### src/rtl/stream_demux_1ton_if.sv
// ---------------------------------------------------------------------------
// stream_demux_1ton_if
// Handshake bundle for the 1-to-N stream demultiplexer.
//
// Signals
//   s_valid  producer -> demux   input word valid
//   s_ready  demux -> producer   demux can accept a word this cycle
//   s_data   producer -> demux   input word
//   s_sel    producer -> demux   destination channel index
//   m_valid  demux -> sinks      per-channel valid (one-hot or zero)
//   m_ready  sinks -> demux      per-channel ready
//   m_data   demux -> sinks      registered word shared by all channels
//   err_drop demux -> producer   one-cycle pulse after an out-of-range select
//
// Modports
//   slave  : the demux itself
//   master : the environment (producer plus sinks)
// ---------------------------------------------------------------------------
interface stream_demux_1ton_if #(
    parameter int DATA_W  = 8,
    parameter int NUM_OUT = 4,
    parameter int SEL_W   = 2
);
    logic               s_valid;
    logic               s_ready;
    logic [DATA_W-1:0]  s_data;
    logic [SEL_W-1:0]   s_sel;
    logic [NUM_OUT-1:0] m_valid;
    logic [NUM_OUT-1:0] m_ready;
    logic [DATA_W-1:0]  m_data;
    logic               err_drop;

    modport slave (
        input  s_valid, s_data, s_sel, m_ready,
        output s_ready, m_valid, m_data, err_drop
    );

    modport master (
        output s_valid, s_data, s_sel, m_ready,
        input  s_ready, m_valid, m_data, err_drop
    );
endinterface

### src/rtl/stream_demux_1ton.sv
// ---------------------------------------------------------------------------
// stream_demux_1ton
// Registered 1-to-N stream demultiplexer. One word is accepted per
// valid/ready handshake and steered to the output channel named by the
// select captured with it. A single output register gives one cycle of
// latency and full throughput while the selected sink is ready.
//
// Ports
//   clk       rising-edge clock
//   rst       synchronous, active-high reset
//   bus       stream_demux_1ton_if.slave (input stream, N output streams,
//             err_drop pulse)
//   cnt_flat  per-channel 16-bit delivery counters, channel i at bits
//             [i*16 +: 16]; present only when DEMUX_CNT_EN is defined
//
// Optional feature macro: DEMUX_CNT_EN (per-channel delivery counters).
//
// State | meaning
// ------+-----------------------------------------------------------
// EMPTY | output register holds no word; s_ready is 1
// HOLD  | output register holds a word for channel sel_q
// ---------------------------------------------------------------------------
module stream_demux_1ton #(
    parameter int DATA_W  = 8,
    parameter int NUM_OUT = 4,
    parameter int SEL_W   = 2
) (
    input  logic               clk,
    input  logic               rst,
    stream_demux_1ton_if.slave bus
`ifdef DEMUX_CNT_EN
    ,
    output logic [NUM_OUT*16-1:0] cnt_flat
`endif
);

    generate
        if (NUM_OUT < 2 || NUM_OUT > 8 || (1 << SEL_W) < NUM_OUT) begin : g_param_check
            $error("stream_demux_1ton: illegal NUM_OUT/SEL_W combination");
        end
    endgenerate

    typedef enum logic {
        ST_EMPTY = 1'b0,
        ST_HOLD  = 1'b1
    } state_e;

    // NUM_OUT widened by one bit so an all-ones select still compares correctly.
    localparam logic [SEL_W:0] NUM_OUT_L = (SEL_W + 1)'(NUM_OUT);

    state_e            state_q, state_d;
    logic [DATA_W-1:0] data_q, data_d;
    logic [SEL_W-1:0]  sel_q, sel_d;
    logic              err_q, err_d;

    logic full;
    logic sel_ready;
    logic out_fire;
    logic in_fire;
    logic sel_legal;
    logic load;

    assign full = (state_q == ST_HOLD);

    // Only the ready of the channel currently holding the word matters.
    always_comb begin
        sel_ready = 1'b0;
        for (int i = 0; i < NUM_OUT; i++) begin
            if (sel_q == SEL_W'(i)) begin
                sel_ready = bus.m_ready[i];
            end
        end
    end

    assign out_fire  = full && sel_ready;
    assign bus.s_ready = !full || sel_ready;
    assign in_fire   = bus.s_valid && bus.s_ready;
    assign sel_legal = ({1'b0, bus.s_sel} < NUM_OUT_L);
    assign load      = in_fire && sel_legal;

    always_comb begin
        state_d = state_q;
        data_d  = data_q;
        sel_d   = sel_q;
        err_d   = in_fire && !sel_legal;

        if (load) begin
            data_d = bus.s_data;
            sel_d  = bus.s_sel;
        end

        case (state_q)
            ST_EMPTY: begin
                if (load) begin
                    state_d = ST_HOLD;
                end
            end
            ST_HOLD: begin
                // A reload in the same cycle as out_fire keeps the register full.
                if (out_fire && !load) begin
                    state_d = ST_EMPTY;
                end
            end
            default: begin
                state_d = ST_EMPTY;
            end
        endcase
    end

    always_ff @(posedge clk) begin
        if (rst) begin
            state_q <= ST_EMPTY;
            data_q  <= '0;
            sel_q   <= '0;
            err_q   <= 1'b0;
        end else begin
            state_q <= state_d;
            data_q  <= data_d;
            sel_q   <= sel_d;
            err_q   <= err_d;
        end
    end

    always_comb begin
        bus.m_valid = '0;
        for (int i = 0; i < NUM_OUT; i++) begin
            bus.m_valid[i] = full && (sel_q == SEL_W'(i));
        end
    end

    assign bus.m_data   = data_q;
    assign bus.err_drop = err_q;

`ifdef DEMUX_CNT_EN
    logic [15:0] cnt_q [NUM_OUT];

    // Counts deliveries only; dropped words never reach the output register.
    always_ff @(posedge clk) begin
        if (rst) begin
            for (int i = 0; i < NUM_OUT; i++) begin
                cnt_q[i] <= '0;
            end
        end else if (out_fire) begin
            for (int i = 0; i < NUM_OUT; i++) begin
                if (sel_q == SEL_W'(i)) begin
                    cnt_q[i] <= cnt_q[i] + 16'd1;
                end
            end
        end
    end

    always_comb begin
        cnt_flat = '0;
        for (int i = 0; i < NUM_OUT; i++) begin
            cnt_flat[i*16 +: 16] = cnt_q[i];
        end
    end
`endif

endmodule
### src/flat_wrapper.sv
// flat-port wrapper written by rule: the top's interface ports become plain ports
module stream_demux_1ton_flat 
#(
    parameter int DATA_W  = 8,
    parameter int NUM_OUT = 4,
    parameter int SEL_W   = 2
)
  (clk, rst, bus_s_valid, bus_s_data, bus_s_sel, bus_m_ready, bus_s_ready, bus_m_valid, bus_m_data, bus_err_drop);
  stream_demux_1ton_if #(.DATA_W(DATA_W), .NUM_OUT(NUM_OUT), .SEL_W(SEL_W)) bus_i ();
  input  logic clk;
  input  logic rst;
  input wire logic [$bits(bus_i.s_valid)-1:0] bus_s_valid;
  input wire logic [$bits(bus_i.s_data)-1:0] bus_s_data;
  input wire logic [$bits(bus_i.s_sel)-1:0] bus_s_sel;
  input wire logic [$bits(bus_i.m_ready)-1:0] bus_m_ready;
  output wire logic [$bits(bus_i.s_ready)-1:0] bus_s_ready;
  output wire logic [$bits(bus_i.m_valid)-1:0] bus_m_valid;
  output wire logic [$bits(bus_i.m_data)-1:0] bus_m_data;
  output wire logic [$bits(bus_i.err_drop)-1:0] bus_err_drop;
  assign bus_i.s_valid = bus_s_valid;
  assign bus_i.s_data = bus_s_data;
  assign bus_i.s_sel = bus_s_sel;
  assign bus_i.m_ready = bus_m_ready;
  assign bus_s_ready = bus_i.s_ready;
  assign bus_m_valid = bus_i.m_valid;
  assign bus_m_data = bus_i.m_data;
  assign bus_err_drop = bus_i.err_drop;
  stream_demux_1ton #(.DATA_W(DATA_W), .NUM_OUT(NUM_OUT), .SEL_W(SEL_W)) u_core (.clk(clk), .rst(rst), .bus(bus_i));
endmodule
### config.mk
export PLATFORM = sky130hd
export DESIGN_NAME = stream_demux_1ton_flat
export DESIGN_NICKNAME = d
export VERILOG_FILES = /design/src/rtl/stream_demux_1ton_if.sv /design/src/rtl/stream_demux_1ton.sv /design/src/flat_wrapper.sv
export SDC_FILE = /design/constraint.sdc
export NUM_CORES = 1
export LEC_CHECK = 0
export CAP_MARGIN = 0
export CORE_UTILIZATION = 30
export CTS_CLUSTER_DIAMETER = 50
export DETAILED_ROUTE_END_ITERATION = 10
export PLACE_DENSITY_LB_ADDON = 0.25
export SYNTH_ARGS = -nofsm -noshare
export SYNTH_HDL_FRONTEND = slang
export SYNTH_SLANG_ARGS = --single-unit
### constraint.sdc
create_clock -name clk -period 1.35 [get_ports clk]
set_input_delay 0.27 -clock clk [delete_from_list [all_inputs] [get_ports clk]]
set_output_delay 0.27 -clock clk [all_outputs]
set_load 0.005 [all_outputs]
== Word level (Yosys, flattened, before mapping) ==
Index checks and enable logic that the tools add are counted.
Operators by class
  multiplexer cells: 7
  reduce and logical (&&, ||, !) cells: 11
  equal/unequal tests: 3
  bitwise logic cells: 1
Operators by type and width (count)
  $logic_and A1 B1 Y1: 7
  $mux W1: 6
  $eq A2 B2 Y1 const B: 2
  $eq A2 B1 Y1 const B: 1
  $logic_not A1 Y1: 2
  $logic_not A2 Y1: 1
  $pmux W1 S2: 1
  $logic_or A1 B1 Y1: 1
  $not A1 Y1: 1
Word-level totals
  bits in registers: 11
  bits of input ports: 17

== Logic depth before layout (Yosys ltp) ==
Gate-level depths: netlist of the first run.
  word-level depth: 11
  mapped depth: 4

== Worst setup path after synthesis of the first run ==
Ideal clock, no wire load.
  kind: register -> register
  start point: register u_core.sel_q[1]
  end point: register u_core.data_q[0] (netlist: u_core.bus.m_data[0])
  clock period less this slack: 1.219 ns
  cell stages (with the launch flop): 5
  library setup time: 0.072 ns
  buffers on the path: 1
  arrival: 1.147 ns
  path slack: 0.131 ns
  required time: 1.278 ns
  path through: dfxtp_1 mux2i_1 a221oi_2 buf_6 mux2i_1
On the way
  word-level cells in the longest chain between the ends: 7
  elaborated cells between the ends (all ways): 10
  those cells by class: eq/ne: 3; mux: 4; reduce/logical: 3
Ends and longest elaborated chain
  from (decl): line stream_demux_1ton.sv:53  | logic [SEL_W-1:0] sel_q, sel_d;
  from (signal assigned): line stream_demux_1ton.sv:119  | sel_q <= sel_d;
  $logic_not A2 Y1: line stream_demux_1ton.sv:69  | if (sel_q == SEL_W'(i)) begin
  $mux W1 (3 in a row): line stream_demux_1ton.sv:69
  $mux W1 (*): line stream_demux_1ton.sv:69
  $logic_or A1 B1 Y1 (*): line stream_demux_1ton.sv:76  | assign bus.s_ready = !full || sel_ready;
  $logic_and A1 B1 Y1 (*): line stream_demux_1ton.sv:77  | assign in_fire = bus.s_valid && bus.s_ready;
  to (signal assigned): line stream_demux_1ton.sv:118  | data_q <= data_d;
  to (decl): line stream_demux_1ton.sv:52  | logic [DATA_W-1:0] data_q, data_d;
Mark *: on every way between the ends. The rest lies on a longest branch, timed or not.
A chain may end at the register's enable or synchronous reset.

== Worst setup path in the final report of the first run ==
  start point: register u_core.sel_q[1]
  end point: register u_core.data_q[2] (netlist: u_core.bus.m_data[2])
Same word-level chain as after synthesis.

==> flow_summary.toml, run 1 <==
[cells_and_area]
mostFrequentLayoutCell = "nand2b_1"
fill_cells = 169
fin_cells = 127
diodes = 0
syn2layout_area_growth_pct = 81.9
layout_common_cells = "nand2b_1, clkdlybuf4s50_1, buf_4"
fin_util = 0.591
drive_gt1_frac = 0.373
layout.nets = 120

[sta]
hold_viol_final = 0
fin_crit_sh = 1.11
finalSetupViolations = 12
finalSetupTns_ns = -1.54
rsz0062_at_grt = "true"
fmax_mhz = 667
drv_slew = 0
worst_slack_ns = -0.150
clock_skew_ns = 0.00102
period_minus_slack_ns = 1.50

[placement]
dpl_worst_slack_ns = -0.501
port_buffers = 29
place_hpwl_um = 887
gp_congestion = 0.626
dp.cells = 119

[die]
initial_core_util = 0.325
die_width_um = 45.7
coreArea_um2 = 1760
rows = 15
dieArea_um2 = 2090
io_pins = 31
die_h_um = 45.7

[synthesis]
ys_seq_elements = 11
ys_seq_area_frac = 0.384
synthCells = 58
syn_area_per_cell_um2 = 9.88
synth_nets = 75
yosysWarningCount = 0
synth_cell_types = 17
synth_area_um2 = 573

[power]
leakage_nw = 0.494
vdd_drop_max_mv = 0.556
p_switching_mw = 0.197
pwr-share-clk = 0.267
p_int_mw = 0.623
comb_power_share = 0.289
p_per_area_nw_per_um2 = 787
p_sw_frac = 0.240
p_seq_frac = 0.444

[worst_setup_path]
worstSetupEndpointType = "register"
cp.required_ns = 1.54
crit_path_top_delay_cell = "dfxtp_2"
reg2reg_to = "u_core.bus.m_data[2]"
rr_worst_depth = 6
rrSetupSlack_ns = -0.15
worst_setup_path_start_kind = "register"
crit_chain = "buf_6 -> mux2i_2 -> buf_4 -> a221oi_4 -> buf_12 -> mux2i_1"
worstPathMaxFanout = 10
path_class = "reg2reg"
arrival_ns = 1.69
r2r-start = "u_core.sel_q[1]"
slowest_delay_ns = 0.32

[status]
violations = "negative setup slack"
status = "complete, but fails checks"

[min_path]
hold_path.startpoint = "u_core.bus.m_data[1]"
hp-class = "reg2reg"
min_delay_path_depth = 2
whs_endpoint = "u_core.bus.m_data[1]"

[cts]
clk_latency_ns = 0.26
path_clk_slew_ns = 0.07
clock_sinks = 11
cts_tree = "yes"
cts_root_buf = "clkbuf_4"
cts_hold_buf = 0
numCtsBuffers = 3
htree_levels = 1
clock_path_buffers = 2

[grt]
grt_use_total = 0.145
grt-ovfl-total = 0
grt_pass1_wl_um = 2100
antenna_found_initial = 0
grt_max_degree = 13
grt_pass1_vias = 528

[detailed_routing]
wl_per_cell_um = 10.4
vias = 537
ant_nets = 0
post-route-drc-count = 0
drtIter0Drc = 2
viasPerCell = 4.23
drt_wl_total_um = 1330
dr.pass1.iters = 4

[flow_run]
maxCapViolCount = 0
## state kept, by name, summed over array words and instances, names as in the netlist
signal / count
u_core.bus.m_data: 8
u_core.full: 1
u_core.sel_q: 2
## power by group through the flow
stage	logic [mW]	registers (mW)	clock network, mW
2_1_floorplan	0.0828	0.371	0
3_3_place_gp	0.216	0.369	0
3_5_place_dp	0.219	0.369	0
4_1_cts	0.239	0.363	0.234
5_1_grt	0.256	0.367	0.247
6_report	0.237	0.364	0.219
## Yosys cell counts
master	instances	area, µm²
buf_4	1	7.51
nor2b_1	1	6.26
clkbuf_1	2	7.51
and2_2	1	7.51
a22oi_1	1	7.51
mux2i_1	12	120
buf_6	1	11.3
conb_1	1	3.75
a221oi_2	1	15.0
and2_1	1	6.26
and2b_2	2	17.5
inv_1	1	3.75
dfxtp_1	11	220
or2b_1	1	7.51
nand2b_1	19	119
and3_2	1	7.51
a21oi_1	1	5.00
## stage by stage
step | power [mW] | hold slack [ns] | instance area (µm²)
4_1_cts | 0.836 | 0.476 | 1040
5_1_grt | 0.870 | 0.495 | 1040
2_1_floorplan | 0.453 | 0.425 | 573
3_5_place_dp | 0.588 | 0.461 | 963
6_report | 0.820 | 0.467 | 1040
3_3_place_gp | 0.585 | 0.458 | 963
## logic make-up (layout without fill, tap and decap cells)
group	count (synthesis)	count (layout)	share of synthesized area
multiplexers	12	12	0.210
buffers and inverters	5	49	0.0524
flip-flops	11	11	0.384
other	1	1	0.00654
AND/OR/NAND/NOR	26	26	0.299
AO/OA/AOI/OAI	3	3	0.0480
## timing repair
action                     in CTS  in global routing
gates resized for setup        38                  4
setup buffers                   4                  0
pin swaps                       1                  0
setup endpoints to repair      23                 14
## worst max-delay path: cells and delay by family (launching register included)
kind | cells | cell delay (ns)
flops | 1 | 0.32
compound gates | 1 | 0.31
mux | 2 | 0.35
buf+inv | 3 | 0.45
## per-layer routing
layer,share of wire,wire length [µm],GRT usage
met5,0,0,0
met3,0.069,92,0.0278
met1,0.42,561,0.152
met4,0.027,36,0.106
met2,0.48,637,0.254
## final cells by class
cell class / count / area [µm²] / share of cell area
timing repair buffer: 44 / 398 / 0.382
multi-input combinational: 42 / 357 / 0.342
sequential: 11 / 226 / 0.217
tap: 25 / 31.3 / 0.0300
clock buffer: 4 / 26.3 / 0.0252
inverter: 1 / 3.75 / 0.00360
## how the worst max path moves through the flow
| stage | cells past startpoint | startpoint | slack (ns) | endpoint |
|---|---|---|---|---|
| 6_report | 6 | u_core.sel_q[1] | -0.15 | u_core.bus.m_data[2] |
| 5_1_grt | 6 | u_core.sel_q[1] | -0.21 | u_core.bus.m_data[1] |
| 4_1_cts | 6 | u_core.sel_q[1] | -0.15 | u_core.bus.m_data[2] |
| 3_5_place_dp | 4 | bus_m_ready[3] | -0.50 | bus_s_ready |
| 3_3_place_gp | 4 | bus_m_ready[3] | -0.47 | bus_s_ready |
| 2_1_floorplan | 4 | u_core.sel_q[1] | 0.13 | u_core.bus.m_data[0] |
(Power assumes the default switching activity.)
==> run 2, diff against run 1 <==
--- a/config.mk
+++ b/config.mk
@@ -5,6 +5,7 @@
 export SDC_FILE = /design/constraint.sdc
 export NUM_CORES = 1
 export LEC_CHECK = 0
+export ABC_AREA = 1
 export CAP_MARGIN = 0
 export CORE_UTILIZATION = 30
 export CTS_CLUSTER_DIAMETER = 50
==> run 2 against run 1 <==
Effect of this change: the flow still finishes with violations (negative setup slack); worst setup slack improved by 0.084 ns; sequential share of layout area increased by 0.092 points; critical path type is now reg2out; via count increased by 34%; total power increased by 6.4%; first-iteration DRC count increased to 4.0 times the previous value; register-to-register slack improved by 0.23 ns; final cell count increased by 35%; fmax increased by 5.9%; non-clock buffer count decreased by 8; routed wire length increased by 19%; clock-buffer cell count unchanged; global-route usage decreased by 0.75 points.
==> flow_summary.toml, run 2 <==
[power]
leakage_nw = 0.626
p_sw_frac = 0.301
comb_power_share = 0.303
pwr-share-clk = 0.259
p_per_area_nw_per_um2 = 814
p_switching_mw = 0.263
p_int_mw = 0.610
p_seq_frac = 0.439
vdd_drop_max_mv = 0.518
finalPower_mw = 0.872

[synthesis]
ys_top_cells_by_area = "dfxtp_1, inv_1, nand2_1"
ys_seq_elements = 11
yosys.area.top_type_share = 0.327
synth_common_cells = "inv_1, nand2_1, dfxtp_1"
synthCells = 109
synth_area_um2 = 674
synth_nets = 126
synth_top_area_cell = "dfxtp_1"
synth_cell_types = 17
syn_area_per_cell_um2 = 6.19
synth_edf_count = 0
async_flop_share = 0
ys.flop_type = "dfxtp_1"
synth.most_common_cell = "inv_1"
yosysWarningCount = 0
ys_seq_area_frac = 0.327

[die]
die_width_um = 49.4
initial_core_util = 0.330
dieArea_um2 = 2440
io_pins = 31
rows = 16
die_h_um = 49.4
coreArea_um2 = 2040

[cells_and_area]
mostFrequentLayoutCell = "inv_1"
drive_gt1_frac = 0.283
largest_register_ffs = 8
diodes = 0
layout_common_cells = "inv_1, nand2_1, clkdlybuf4s50_1"
syn2layout_area_growth_pct = 59.0
final_design_area_no_fill_um2 = 1070
layout.nets = 163

[detailed_routing]
drtIter0Drc = 8
ant_nets = 0
viasPerCell = 4.17
post-route-drc-count = 0
vias = 718
drt_wl_total_um = 1580
dr.pass1.iters = 3
wl_per_cell_um = 9.20

[cts]
cts_tree = "yes"
cts_root_buf = "clkbuf_4"
clock_path_buffers = 2
clk_latency_ns = 0.27
cts_hold_buf = 0
path_clk_slew_ns = 0.07
numCtsBuffers = 3
htree_levels = 1
clock_sinks = 11

[min_path]
hp-class = "reg2reg"

[grt]
grt_max_degree = 13
antenna_found_initial = 0
grt-ovfl-total = 0
grt_pass1_wl_um = 2520
grt_use_total = 0.137
grt_pass1_vias = 601

[worst_setup_path]
arrival_ns = 1.15
path_class = "reg2out"
cp.required_ns = 1.08
worstSetupEndpointType = "output pin"
slowest_delay_ns = 0.38
worstPathMaxFanout = 5
crit_path_top_delay_cell = "dfxtp_4"
worst_setup_path_start_kind = "register"
cpMostUsedCell = "nand2_2"
crit_chain = "nand2_4 -> nand2_2 -> a21oi_2 -> nand2_2 -> nand2_2 -> inv_1 -> buf_2"

[sta]
clock_skew_ns = 0.00589
rsz0062_at_grt = "true"
fin_crit_sh = 1.05
worst_slack_ns = -0.0658
hold_viol_final = 0
finalSetupViolations = 1
drv_slew = 0
fmax_mhz = 706
hold-worst-slack_ns = 0.508
period_minus_slack_ns = 1.42
finalSetupTns_ns = -0.0658

[placement]
place_hpwl_um = 1120
port_buffers = 29
placed_area_um2 = 998
gp_congestion = 0.744

[status]
violations = "negative setup slack"
status = "complete, but fails checks"

[flow_run]
maxCapViolCount = 0
run 2: cell types whose count changed after synthesis, sizes merged, moves of 2 or more:
cell	delta
and2	-2
and2b	-2
inv	+35
mux2i	-12
nand2	+26
nand2b	-19
nand3	+3
nand4	+10
nor2	+12
nor3	+3
run 2: metal layers:
metal | routed length, µm | global-route usage | up-vias
met2 | 810 | 0.247 | 14
met4 | 7 | 0.0571 | 0
met1 | 701 | 0.150 | 313
met3 | 63 | 0.0374 | 2
li1 | - | - | 389
met5 | 0 | 0 | -
run 2: cell families after synthesis:
group | Yosys count | share of synthesized area
other | 1 | 0.00556
flip-flops | 11 | 0.327
AO/OA/AOI/OAI | 2 | 0.0148
buffers and inverters | 41 | 0.267
AND/OR/NAND/NOR | 54 | 0.386
run 2: path summary, 6_finish.rpt:
| path | from | end | slack, ns | depth (start not counted) |
|---|---|---|---|---|
| worst max-delay path | u_core.sel_q[0] | bus_s_ready | -0.07 | 7 |
| worst min-delay path | u_core.bus.m_data[5] | u_core.bus.m_data[5] | 0.51 | 4 |
| worst max register to register | u_core.sel_q[1] | u_core.sel_q[1] | 0.08 | 10 |
| worst min register to register | u_core.bus.m_data[5] | u_core.bus.m_data[5] | 0.51 | 4 |
run 2: through the flow:
stage | util | cells | worst slack (ns)
after global routing | 0.525 | 172 | -0.140
final | 0.525 | 172 | -0.0658
after floorplan | - | 109 | 0.267
after global placement | 0.489 | 166 | -0.482
after CTS | 0.514 | 172 | -0.0900
after detailed placement | 0.489 | 166 | -0.498
run 2: area by class of cell:
cell class / count / area, µm²
Tap cell: 27 / 33.8
Sequential cell: 11 / 234
Inverter: 36 / 140
Fill cell: 211 / 970
Clock buffer: 4 / 26.3
Multi-Input combinational cell: 58 / 320
Timing Repair Buffer: 36 / 318
run 2: repair_timing:
| action | in CTS | in global routing |
|---|---|---|
| endpoints found under the setup margin | 23 | 15 |
| pin swaps | 5 | 5 |
| gates cloned | 1 | 0 |
| buffers inserted | 2 | 0 |
| hold endpoints to repair | 0 | 0 |
| gates resized for setup | 42 | 8 |
run 2: worst max-delay path, delay by kind of cell (launching register included):
kind | cells | cell delay (ns)
buf+inv | 2 | 0.14
simple gates | 4 | 0.26
compound gates | 1 | 0.11
flops | 1 | 0.38
run 2: power groups by stage:
stage	sequential (mW)	combinational [mW]	clock [mW]
2_1_floorplan	0.382	0.133	0
3_3_place_gp	0.381	0.265	0
3_5_place_dp	0.381	0.267	0
4_1_cts	0.379	0.263	0.236
5_1_grt	0.387	0.295	0.256
6_report	0.383	0.264	0.226
==> variant 1 (flow settings as in run 2) <==
`SEL_W` is set to 2 in 3 places; all go to 3.
--- a/src/rtl/stream_demux_1ton_if.sv
+++ b/src/rtl/stream_demux_1ton_if.sv
@@ -19,7 +19,7 @@
 interface stream_demux_1ton_if #(
     parameter int DATA_W  = 8,
     parameter int NUM_OUT = 4,
-    parameter int SEL_W   = 2
+    parameter int SEL_W   = 3
 );
     logic               s_valid;
     logic               s_ready;
--- a/src/rtl/stream_demux_1ton.sv
+++ b/src/rtl/stream_demux_1ton.sv
@@ -23,7 +23,7 @@
 module stream_demux_1ton #(
     parameter int DATA_W  = 8,
     parameter int NUM_OUT = 4,
-    parameter int SEL_W   = 2
+    parameter int SEL_W   = 3
 ) (
     input  logic               clk,
     input  logic               rst,
--- a/src/flat_wrapper.sv
+++ b/src/flat_wrapper.sv
@@ -3,7 +3,7 @@
 #(
     parameter int DATA_W  = 8,
     parameter int NUM_OUT = 4,
-    parameter int SEL_W   = 2
+    parameter int SEL_W   = 3
 )
   (clk, rst, bus_s_valid, bus_s_data, bus_s_sel, bus_m_ready, bus_s_ready, bus_m_valid, bus_m_data, bus_err_drop);
   stream_demux_1ton_if #(.DATA_W(DATA_W), .NUM_OUT(NUM_OUT), .SEL_W(SEL_W)) bus_i ();
Ports: changed (resized bus_s_sel); port bits go from 31 to 32. The function was not compared with the original's and may differ.
==> variant 1 against run 2 <==
The run still ends with setup timing left; design area grew 11%; sequential power grew 11%; sequential cell count grew 2; synthesized area grew 5.9%; routed wire length grew 16%; total power grew 5.9%; final cell count grew 8.7%; setup slack lost 18 ps; critical path type unchanged; critical endpoint unchanged; largest cell class is now non-clock buffers; highest routed layer unchanged.
==> variant 1: results (changes against run 2) <==
vias in the first global route 808 (was 601); flop-to-flop setup slack -30 ps (was 80 ps); Met1 Routed Length 871 um (was 701 um); via count 800 (was 718); global-route wire length before repair 3.32 mm (was 2.52 mm); DR pass1 iterations 2 (was 3); PortBufs 31 (was 29); Pwr Density 778 nW/um^2 (was 814 nW/um^2); Mapped Nets 135 (was 126); DP Wirelength 1.23 mm (was 1.12 mm); Worst Hold Path EP u_core.bus.m_data[2]$_SDFFE_PP0P_ (was u_core.bus.m_data[5]$_SDFFE_PP0P_); Netlist cell types 16 (was 17); area of the multi-input gates 339 sq um (was 320 sq um); Clock-cell share 0.0221 (was 0.0245); Setup WS pre-CTS -555 ps (was -498 ps); Routed WL per cell 9.83 um (was 9.20 um); sequential area share after synthesis 0.364 (was 0.327); final wirelength 1.84 mm (was 1.58 mm); Syn Area/Cell 6.11 sq um (was 6.19 sq um); multi-input gates 62 (was 58); setup_tns -299 ps (was -65.8 ps); Switch Pwr 266 uW (was 263 uW); Post-DP Area 1090 sq um (was 998 sq um); Setup WS post-layout -83.5 ps (was -65.8 ps); top cells by count, synth inv_1, nand2_1, dfxtp_1, nor2_1, nand4_1 (was inv_1, nand2_1, dfxtp_1); Fin Clk Skew 3.31 ps (was 5.89 ps); placed insts 179 (was 166); routed wl met2 850 um (was 810 um); Seq pwr share 0.460 (was 0.439); Setup violations, final 13 (was 1); Signal buffers 42 (was 36); switching part of the total power 0.288 (was 0.301); status finished, violations left (unchanged); 1st-iter DRT viols 9 (was 8); fraction of area in registers 0.233 (was 0.218); RePlAce Congestion 0.765 (was 0.744); worst r2r src u_core.sel_q[2]$_SDFFE_PP0P_ (was u_core.sel_q[1]$_SDFFE_PP0P_); Tapcells 28 (was 27); Compound-Gate Fraction of Synth Area 0 (was 0.0148); failing checks setup timing (unchanged); worst vdd ir 0.396 mV (was 0.518 mV); Sink Count 13 (was 11)
## variant 1: per-layer routing
metal	track usage	vias up
met5	0	-
met4	0.0694	0
met3	0.0333	2
met2	0.291	23
met1	0.215	347
li1	-	428
## variant 1: kinds of logic (layout without fill, tap and decap cells)
| family | Yosys count | count (layout) |
|---|---|---|
| AND/OR/NAND/NOR | 61 | 62 |
| buffers and inverters | 43 | 84 |
| flip-flops | 13 | 13 |
## variant 1: worst max-delay path: stages (launching register included)
cell      delay [ps]
dfxtp_2          370
nor2_2           130
nand3b_1          80
nand2_1           80
nand3_2           80
buf_2            140
## variant 1: what timing repair did
| action | in CTS | in global routing |
|---|---|---|
| buffers inserted | 3 | 0 |
| hold buffers | 0 | 0 |
| gates resized for setup | 47 | 5 |
| gates cloned | 1 | 0 |
| endpoints found under the setup margin | 26 | 17 |
| pin swaps | 5 | 5 |
==> variant 2 (config.mk and constraints of run 2) <==
Made on the original files. `data_q` no longer has a reset.
--- a/src/rtl/stream_demux_1ton.sv
+++ b/src/rtl/stream_demux_1ton.sv
@@ -110,15 +110,17 @@
     always_ff @(posedge clk) begin
         if (rst) begin
             state_q <= ST_EMPTY;
-            data_q  <= '0;
             sel_q   <= '0;
             err_q   <= 1'b0;
         end else begin
             state_q <= state_d;
-            data_q  <= data_d;
             sel_q   <= sel_d;
             err_q   <= err_d;
         end
+    end
+
+    always_ff @(posedge clk) begin
+        data_q <= data_d;
     end
 
     always_comb begin
Formal check against the unedited RTL: not equivalent (Yosys sat finds a counterexample within 4 cycles, from zero or initial values and one cycle with rst high).
==> variant 2 against run 2 <==
The run still ends with setup timing left; design area shrank 16%; synthesized cell count shrank 54%; sequential cell count is the same; setup slack lost 66 ps; synthesized area shrank 29%; die area shrank 28%; total power shrank 5.7%; routed wire length shrank 25%; count of clock-buffer cells in the layout is the same.
==> variant 2: results (changes against run 2) <==
status finished, violations left (unchanged); failing checks setup timing (unchanged); sequential area share after synthesis 0.628 (was 0.327); Setup violations, final 13 (was 1); DR vias/cell 4.32 (was 4.17); Mapped Nets 67 (was 126); Netlist cell types 15 (was 17); Hold Crit Class input pin to flop (was flop to flop); Most used DFF post-synth edfxtp_1 (was dfxtp_1); RePlAce Congestion 0.769 (was 0.744); DR pass1 iterations 1 (was 3); top cells by count, synth inv_1, edfxtp_1, nand2_1 (was inv_1, nand2_1, dfxtp_1); hold_ws 556 ps (was 508 ps); Post-DP Area 853 sq um (was 998 sq um); Fin Clk Skew 3.29 ps (was 5.89 ps); largest net degree at the start of global routing 9 (was 13); number of synthesized flops with an enable pin 8 (was 0); GRT Total Usage 0.138 (was 0.137); Non-Filler Instances 107 (was 172); flop-to-flop setup slack -20 ps (was 80 ps); 1st-iter DRT viols 0 (was 8); DP Wirelength 798 um (was 1.12 mm); share of cells above drive strength 1 0.363 (was 0.283); vias in the first global route 403 (was 601); top cells by area, synth edfxtp_1, dfxtp_1, inv_1 (was dfxtp_1, inv_1, nand2_1); Compound-Gate Fraction of Synth Area 0.0209 (was 0.0148); crit path DAT 1210 ps (was 1150 ps); Setup WS post-layout -132 ps (was -65.8 ps); Syn Area/Cell 9.56 sq um (was 6.19 sq um); PortBufs 29 (unchanged); Switch Pwr 201 uW (was 263 uW); worst vdd ir 0.450 mV (was 0.518 mV); placed insts 102 (was 166); global-route wire length before repair 1.72 mm (was 2.52 mm); final wirelength 1.18 mm (was 1.58 mm)
variant 2: cell types whose count changed after synthesis:
cell	run 2	this run
inv_1	35	13
buf_6	2	0
nand2_1	24	8
nand4_1	10	2
inv_2	1	0
edfxtp_1	0	8
clkbuf_4	2	0
nor2_2	6	1
dfxtp_1	11	3
nor2_1	6	3
variant 2: logic make-up (layout without fill, tap and decap cells):
family,Yosys count,in the layout
compound gates,2,2
other cells,1,1
simple gates,22,22
flops,11,11
buf+inv,14,55
variant 2: through the flow:
step                setup WS [ps]  setup TNS [ps]  power (mW)
floorplan                     109               0       0.466
global placement             -487           -3610       0.601
detailed placement           -487           -3700       0.605
finish                       -132            -628       0.823
CTS                         -92.8            -612       0.820
global route                 -182           -1570       0.866
variant 2: layer usage:
metal / up-vias / GRT usage / wire length [um]
met5: - / 0 / 0
met1: 204 / 0.131 / 469
met3: 4 / 0.0391 / 67
li1: 237 / - / -
met2: 17 / 0.241 / 605
met4: 0 / 0.116 / 36
variant 2: layout make-up:
type	count	area, sq um
Clock buffer	4	26.3
Fill cell	126	587
Inverter	13	48.8
Multi-Input combinational cell	25	148
Sequential cell	11	308
Tap cell	16	20.0
Timing Repair Buffer	38	352
variant 2: worst max-delay path, stage by stage, from the launching register on:
cell and delay [ps]:
dfxtp_4 370, buf_4 140, nor3_2 210, clkdlybuf4s15_2 230
variant 2: worst paths after layout:
path	startpoint	to	cells past startpoint
setup / recovery	u_core.sel_q[0]$_SDFFE_PP0P_	bus_m_valid[2]	3
hold / removal	bus_s_data[3]	u_core.bus.m_data[3]$_DFFE_PP_	1
setup reg to reg	u_core.sel_q[1]$_SDFFE_PP0P_	u_core.bus.m_data[7]$_DFFE_PP_	9
hold reg to reg	u_core.sel_q[0]$_SDFFE_PP0P_	u_core.sel_q[0]$_SDFFE_PP0P_	5
variant 2: what timing repair did:
item,4_1_cts,5_1_grt
pin swaps,4,6
hold endpoints to repair,0,0
setup buffers,1,0
setup endpoints to repair,20,15
resized for setup,31,11
variant 2: power by group through the flow:
| stage | registers (mW) | logic, mW | clock network (mW) |
|---|---|---|---|
| floorplan | 0.413 | 0.0535 | 0 |
| global placement | 0.410 | 0.191 | 0 |
| detailed placement | 0.411 | 0.193 | 0 |
| CTS | 0.405 | 0.188 | 0.226 |
| global route | 0.411 | 0.211 | 0.245 |
| finish | 0.409 | 0.194 | 0.221 |
